<file path="src/rtl/imem_loader_pkg.sv">
// rtl/imem_loader_pkg.sv - shared types and defaults for the instruction memory loader
package imem_loader_pkg;

  localparam int DEPTH_DEFAULT  = 1024;
  localparam int LEN_W_DEFAULT  = 16;
  localparam int BYTES_PER_WORD = 4;

  typedef enum logic [2:0] {
    ST_IDLE,
    ST_LEN0,
    ST_LEN1,
    ST_DATA,
    ST_CHECK,
    ST_DONE,
    ST_ERR
  } state_t;

endpackage

</file>
<file path="src/rtl/imem_loader_word_packer.sv">
// rtl/imem_loader_word_packer.sv - packs little-endian bytes into 32-bit words with a one-cycle strobe
module word_packer
  import imem_loader_pkg::*;
(
  input  logic        clk,
  input  logic        rst,
  input  logic        clear,
  input  logic [7:0]  byte_in,
  input  logic        byte_en,
  output logic        word_last,
  output logic [31:0] word_out,
  output logic        word_strobe
);

  localparam int CNT_W = $clog2(BYTES_PER_WORD);
  localparam logic [CNT_W-1:0] LAST_CNT = CNT_W'(BYTES_PER_WORD - 1);

  logic [CNT_W-1:0] byte_cnt_q, byte_cnt_d;
  logic [31:0]      asm_q, asm_d;
  logic [31:0]      word_q, word_d;
  logic             strobe_q, strobe_d;

  // word_last lets the owner of the address counter act in the same cycle the final byte lands
  assign word_last   = (byte_cnt_q == LAST_CNT);
  assign word_out    = word_q;
  assign word_strobe = strobe_q;

  // Assemble bytes separately from the output word so the published word stays put while the next one fills
  always_comb begin
    byte_cnt_d = byte_cnt_q;
    asm_d      = asm_q;
    word_d     = word_q;
    strobe_d   = 1'b0;
    if (clear) begin
      byte_cnt_d = '0;
      asm_d      = '0;
    end else if (byte_en) begin
      asm_d[8*byte_cnt_q +: 8] = byte_in;
      if (byte_cnt_q == LAST_CNT) begin
        word_d     = asm_d;
        strobe_d   = 1'b1;
        byte_cnt_d = '0;
      end else begin
        byte_cnt_d = byte_cnt_q + 1'b1;
      end
    end
  end

  // Packer state registers
  always_ff @(posedge clk or posedge rst) begin
    if (rst) begin
      byte_cnt_q <= '0;
      asm_q      <= '0;
      word_q     <= '0;
      strobe_q   <= 1'b0;
    end else begin
      byte_cnt_q <= byte_cnt_d;
      asm_q      <= asm_d;
      word_q     <= word_d;
      strobe_q   <= strobe_d;
    end
  end

endmodule

</file>
<file path="src/rtl/imem_loader.sv">
// rtl/imem_loader.sv - boot-time byte-stream loader into instruction memory, gates cpu_run on checksum
module imem_loader
  import imem_loader_pkg::*;
#(
  parameter int DEPTH = DEPTH_DEFAULT,
  parameter int LEN_W = LEN_W_DEFAULT
) (
  input  logic             clk,
  input  logic             rst,
  input  logic             start,
  input  logic [7:0]       rx_data,
  input  logic             rx_valid,
  output logic             rx_ready,
  output logic             mem_we,
  output logic [31:0]      mem_addr,
  output logic [31:0]      mem_wdata,
  output logic             busy,
  output logic             done,
  output logic             error,
  output logic             cpu_run,
  output logic [LEN_W-1:0] words_loaded
);

  state_t           state_q, state_d;
  logic [7:0]       csum_q, csum_d;
  logic [LEN_W-1:0] length_q, length_d;
  logic [LEN_W-1:0] word_idx_q, word_idx_d;
  logic [31:0]      addr_q, addr_d;
  logic             clear;
  logic             accept;
  logic             data_en;
  logic             word_last;
  logic [LEN_W-1:0] new_len;

  assign busy     = (state_q == ST_LEN0) || (state_q == ST_LEN1) ||
                    (state_q == ST_DATA) || (state_q == ST_CHECK);
  assign done     = (state_q == ST_DONE);
  assign error    = (state_q == ST_ERR);
  assign cpu_run  = (state_q == ST_DONE);
  assign rx_ready = busy;
  assign accept   = rx_valid && busy;
  assign data_en  = accept && (state_q == ST_DATA);
  assign new_len  = LEN_W'({rx_data, length_q[7:0]});

  assign mem_addr     = addr_q;
  assign words_loaded = word_idx_q;

  word_packer u_packer (
    .clk        (clk),
    .rst        (rst),
    .clear      (clear),
    .byte_in    (rx_data),
    .byte_en    (data_en),
    .word_last  (word_last),
    .word_out   (mem_wdata),
    .word_strobe(mem_we)
  );

  // Next state, checksum, length header and word address bookkeeping
  always_comb begin
    state_d    = state_q;
    csum_d     = csum_q;
    length_d   = length_q;
    word_idx_d = word_idx_q;
    addr_d     = addr_q;
    clear      = 1'b0;
    case (state_q)
      ST_IDLE, ST_DONE, ST_ERR: begin
        if (start) begin
          state_d    = ST_LEN0;
          csum_d     = '0;
          length_d   = '0;
          word_idx_d = '0;
          clear      = 1'b1;
        end
      end
      ST_LEN0: begin
        if (accept) begin
          length_d[7:0] = rx_data;
          csum_d        = csum_q ^ rx_data;
          state_d       = ST_LEN1;
        end
      end
      ST_LEN1: begin
        if (accept) begin
          length_d = new_len;
          csum_d   = csum_q ^ rx_data;
          if (32'(new_len) > 32'(DEPTH)) begin
            state_d = ST_ERR;
          end else if (new_len == '0) begin
            state_d = ST_CHECK;
          end else begin
            state_d = ST_DATA;
          end
        end
      end
      ST_DATA: begin
        if (accept) begin
          csum_d = csum_q ^ rx_data;
          if (word_last) begin
            // Address is latched with the pre-increment index so it lines up with the strobe
            addr_d     = {{(32-LEN_W-2){1'b0}}, word_idx_q, 2'b00};
            word_idx_d = word_idx_q + 1'b1;
            if (word_idx_d == length_q) begin
              state_d = ST_CHECK;
            end
          end
        end
      end
      ST_CHECK: begin
        if (accept) begin
          state_d = (rx_data == csum_q) ? ST_DONE : ST_ERR;
        end
      end
      default: state_d = ST_IDLE;
    endcase
  end

  // Loader state registers; reset abandons any load in progress
  always_ff @(posedge clk or posedge rst) begin
    if (rst) begin
      state_q    <= ST_IDLE;
      csum_q     <= '0;
      length_q   <= '0;
      word_idx_q <= '0;
      addr_q     <= '0;
    end else begin
      state_q    <= state_d;
      csum_q     <= csum_d;
      length_q   <= length_d;
      word_idx_q <= word_idx_d;
      addr_q     <= addr_d;
    end
  end

endmodule

</file>
<file path="config.mk">
export PLATFORM = sky130hd
export DESIGN_NAME = imem_loader
export DESIGN_NICKNAME = d
export VERILOG_FILES = /design/src/rtl/imem_loader_pkg.sv /design/src/rtl/imem_loader_word_packer.sv /design/src/rtl/imem_loader.sv
export SDC_FILE = /design/constraint.sdc
export NUM_CORES = 1
export LEC_CHECK = 0
export ABC_AREA = 0
export CAP_MARGIN = 15
export CELL_PAD_IN_SITES_DETAIL_PLACEMENT = 0
export CELL_PAD_IN_SITES_GLOBAL_PLACEMENT = 1
export CORE_ASPECT_RATIO = 0.7
export CORE_MARGIN = 8
export CORE_UTILIZATION = 45
export DETAILED_ROUTE_END_ITERATION = 6
export GPL_TIMING_DRIVEN = 1
export PLACE_DENSITY = 0.94
export SYNTH_ARGS = -nofsm -noshare
export SYNTH_HDL_FRONTEND = slang
export SYNTH_SLANG_ARGS = --single-unit
</file>
<file path="constraint.sdc">
create_clock -name clk -period 9.5 [get_ports clk]
set_input_delay 1.425 -clock clk [delete_from_list [all_inputs] [get_ports clk]]
set_output_delay 1.425 -clock clk [all_outputs]
set_load 0.02 [all_outputs]
</file>
==> metrics.md <==
| Metric | Value |
|---|---|
| Delay of the slowest cell on the worst path | 0.65 ns |
| Mean post-synth cell area | 9.13 um2 |
| Clock sinks | 126 |
| CP arrival | 2.29 ns |
| Max-slew headroom | 32.6% |
| Die area | 18700 um2 |
| Via count | 5517 |
| Clock buffer depth | 2 |
| Setup TNS | 0 ns |
| Yosys top cell area share | 48.1% |
| Lkg Pwr | 0.00354 uW |
| Initial antenna violation count | 0 |
| Hold buffers post-CTS | 0 |
| Worst VDD drop | 0.165 mV |
| RD Place Congestion | 0.892 |
| Worst min path class | flip-flop to flip-flop |
| Global Route Usage Sum | 18.4% |
| Num CTS Buffers | 17 |
| Synth area leaders | dfrtp_1 (48%), nor2_1 (6.7%), nand2_1 (6.2%) |
| Inst Count DP | 940 |
| Cell Area, Placed | 7290 um2 |
| Final nets | 784 |
| Worst-Margin Slew | 1.01 ns |
| Power Dens Cells | 263 nW/um2 |
| Final Cell Area | 7930 um2 |
| Most frequent cells after synthesis | dfrtp_1 (126), nor2_1 (117), nand2_1 (109) |
| DP HPWL | 11200 um |
| Wire per inst | 17.3 um |
| Share of the yosys chip area belonging to registers | 48.1% |
| CP endpoint kind | output pin |
| Post-synth top area cell | dfrtp_1 |
| Ys Warns | 0 |
| Vias in the first global route | 5428 |
| Setup crit start kind | flip-flop |
| CTS tree | built |
| Final period util | 39.1% |
| Fmax | 0.269 GHz |
| Worst path required time | 8.08 ns |
| Gate Count Post-Synth | 718 |
| Initial Util | 45.4% |
| Main synth FF type | dfrtp_1 |
| Multi-input gate area | 3000 um2 |
| Initial drt markers | 578 |
| Unrepaired setup endpoints after global routing | no |
| Antenna Cells | 0 |
| Core Footprint | 14400 um2 |
| Row cnt | 37 |
| Final hold slack | 0.473 ns |
| First-pass GRT wire length | 27900 um |
| Final Hold Fails | 0 |
| Antenna Nets Post-Route | 0 |
| Top Ports | 98 |
| Mapped Area | 6560 um2 |
| Worst-skew pair later-pin latency | 0.41 ns |
| Largest net degree at the start of global routing | 80 |
| Drt pass-1 iters | 5 |
| Ys async rst share | 100% |
| Outcome | finished clean |
| Die Width | 160 um |
| Slowest stage cell, crit path | dfrtp_1 |
| CP Max Fanout | 16 |
| # setup viols final | 0 |
| Synth cell types | 59 |
| Fin util | 54.9% |
| Critical setup path kind | flip-flop to output pin |
| Crit path cell chain | nor2b_1 -> and2_1 -> clkdlybuf4s50_1 |
| Register area | 3150 um2 |
| Routed WL | 16800 um |
| Max-cap viol count | 0 |
| Area Overhead vs Synth | 21.0% |
| Number of remaining DRC errors | 0 |
| Setup bufs post-CTS | 0 |
| Clock slew at reported path FFs | 0.06 ns |
| #FFs+latches synth | 126 |
| DR vias/cell | 5.67 |
| Pins Over Slew Limit | 0 |
| PortBufs | 81 |
| Die height | 117 um |
| Most numerous cell in the Yosys netlist | dfrtp_1 |
| Crit path time final | 3.71 ns |
| Fin cells | 973 |
| Total gr overflow | 0 |
| Clk_skew | 0.00548 ns |
| CTS Root Cell | clkbuf_16 |
| Post-CTS sizing | 0 |
| H-tree levels | 4 |
| Layout cells sized above 1 | 7.07% |
| Fillers | 1311 |
| Number of flops mapped to enable cells by yosys | 0 |
-- cells in the final DEF, fill, tap and decap left out, types with 5 or more instances in the layout --
cell / count
nor2b_1: 5
o21ai_0: 46
conb_1: 16
clkbuf_16: 17
clkinv_4: 5
a22oi_1: 32
xnor2_1: 16
inv_1: 7
nand2b_1: 6
xor2_1: 13
mux2i_1: 10
nor4_1: 6
dfrtp_1: 126
nand2_1: 108
clkinv_1: 6
and3_1: 5
a21oi_1: 10
a221oi_1: 32
ha_1: 7
clkdlybuf4s50_1: 81
nor2_1: 117
nand3_1: 7
and2_1: 7
nand4_1: 9
o31ai_1: 9
-- cell families after synthesis --
kind of cell | synth area share (%)
and+or+nand+nor | 20.7
AOI/OAI and AO/OA | 17.1
DFF | 48.1
buffers and inverters | 7.16
xor gates and xnor gates | 3.87
muxes | 1.70
adders and majority gates | 1.34
other | 0.0572
-- cell type report --
type	instances	area share, %
tap	195	3.08
clock buffer	17	5.36
inverter	14	0.694
multi-input combinational	520	37.8
clock inverter	15	2.65
sequential	126	39.7
timing repair buffer	86	10.7
-- final timing paths --
path / slack [ns] / cells after the start / startpoint / endpoint
worst max register to register: 6.67 / 7 / u_packer.byte_cnt_q[0]$_DFFE_PP0P_ / u_packer.asm_q[21]$_DFFE_PP0P_
worst min register to register: 0.47 / 2 / mem_addr[15]$_DFFE_PP0P_ / mem_addr[15]$_DFFE_PP0P_
max in group asynchronous: 6.62 / 3 / rst / u_packer.asm_q[4]$_DFFE_PP0P_
worst min-delay path: 0.47 / 2 / mem_addr[15]$_DFFE_PP0P_ / mem_addr[15]$_DFFE_PP0P_
worst max-delay path: 5.79 / 3 / state_q[0]$_DFFE_PP0P_ / cpu_run
min in group asynchronous: 1.44 / 2 / rst / mem_addr[2]$_DFFE_PP0P_
-- registers in the layout, summed over array words and instances, names as in the netlist --
name / cells
length_q: 16
state_q: 3
u_packer.word_out: 32
csum_q: 8
words_loaded: 16
u_packer.asm_q: 32
u_packer.word_strobe: 1
u_packer.byte_cnt_q: 2
mem_addr: 16
-- worst max-delay path, delay by kind of cell (launching register included) --
kind                   cells  cell delay (ns)
buffers and inverters      1             0.61
DFF                        1             0.65
and+or+nand+nor            2             0.60
-- where the power goes --
part	total (uW)	internal [uW]	switching, uW	leakage, uW
Combinational	633	261	372	0.00152
Sequential	757	642	115	0.00171
Clock	696	443	253	0.000310
-- per-stage QoR --
stage	power, uW	setup WS (ns)
after global routing	2200	5.68
after floorplan	1200	4.72
after CTS	2090	5.79
final	2090	5.79
after detailed placement	1390	5.53
after global placement	1360	5.68
-- layer usage --
layer	track usage (%)	wire length, um	vias to the layer above
li1	-	-	2570
met1	24.6	7600	2679
met2	28.9	7600	244
met3	4.86	1410	24
met4	5.71	228	0
met5	0	0	-
(Power assumes the default switching activity.)
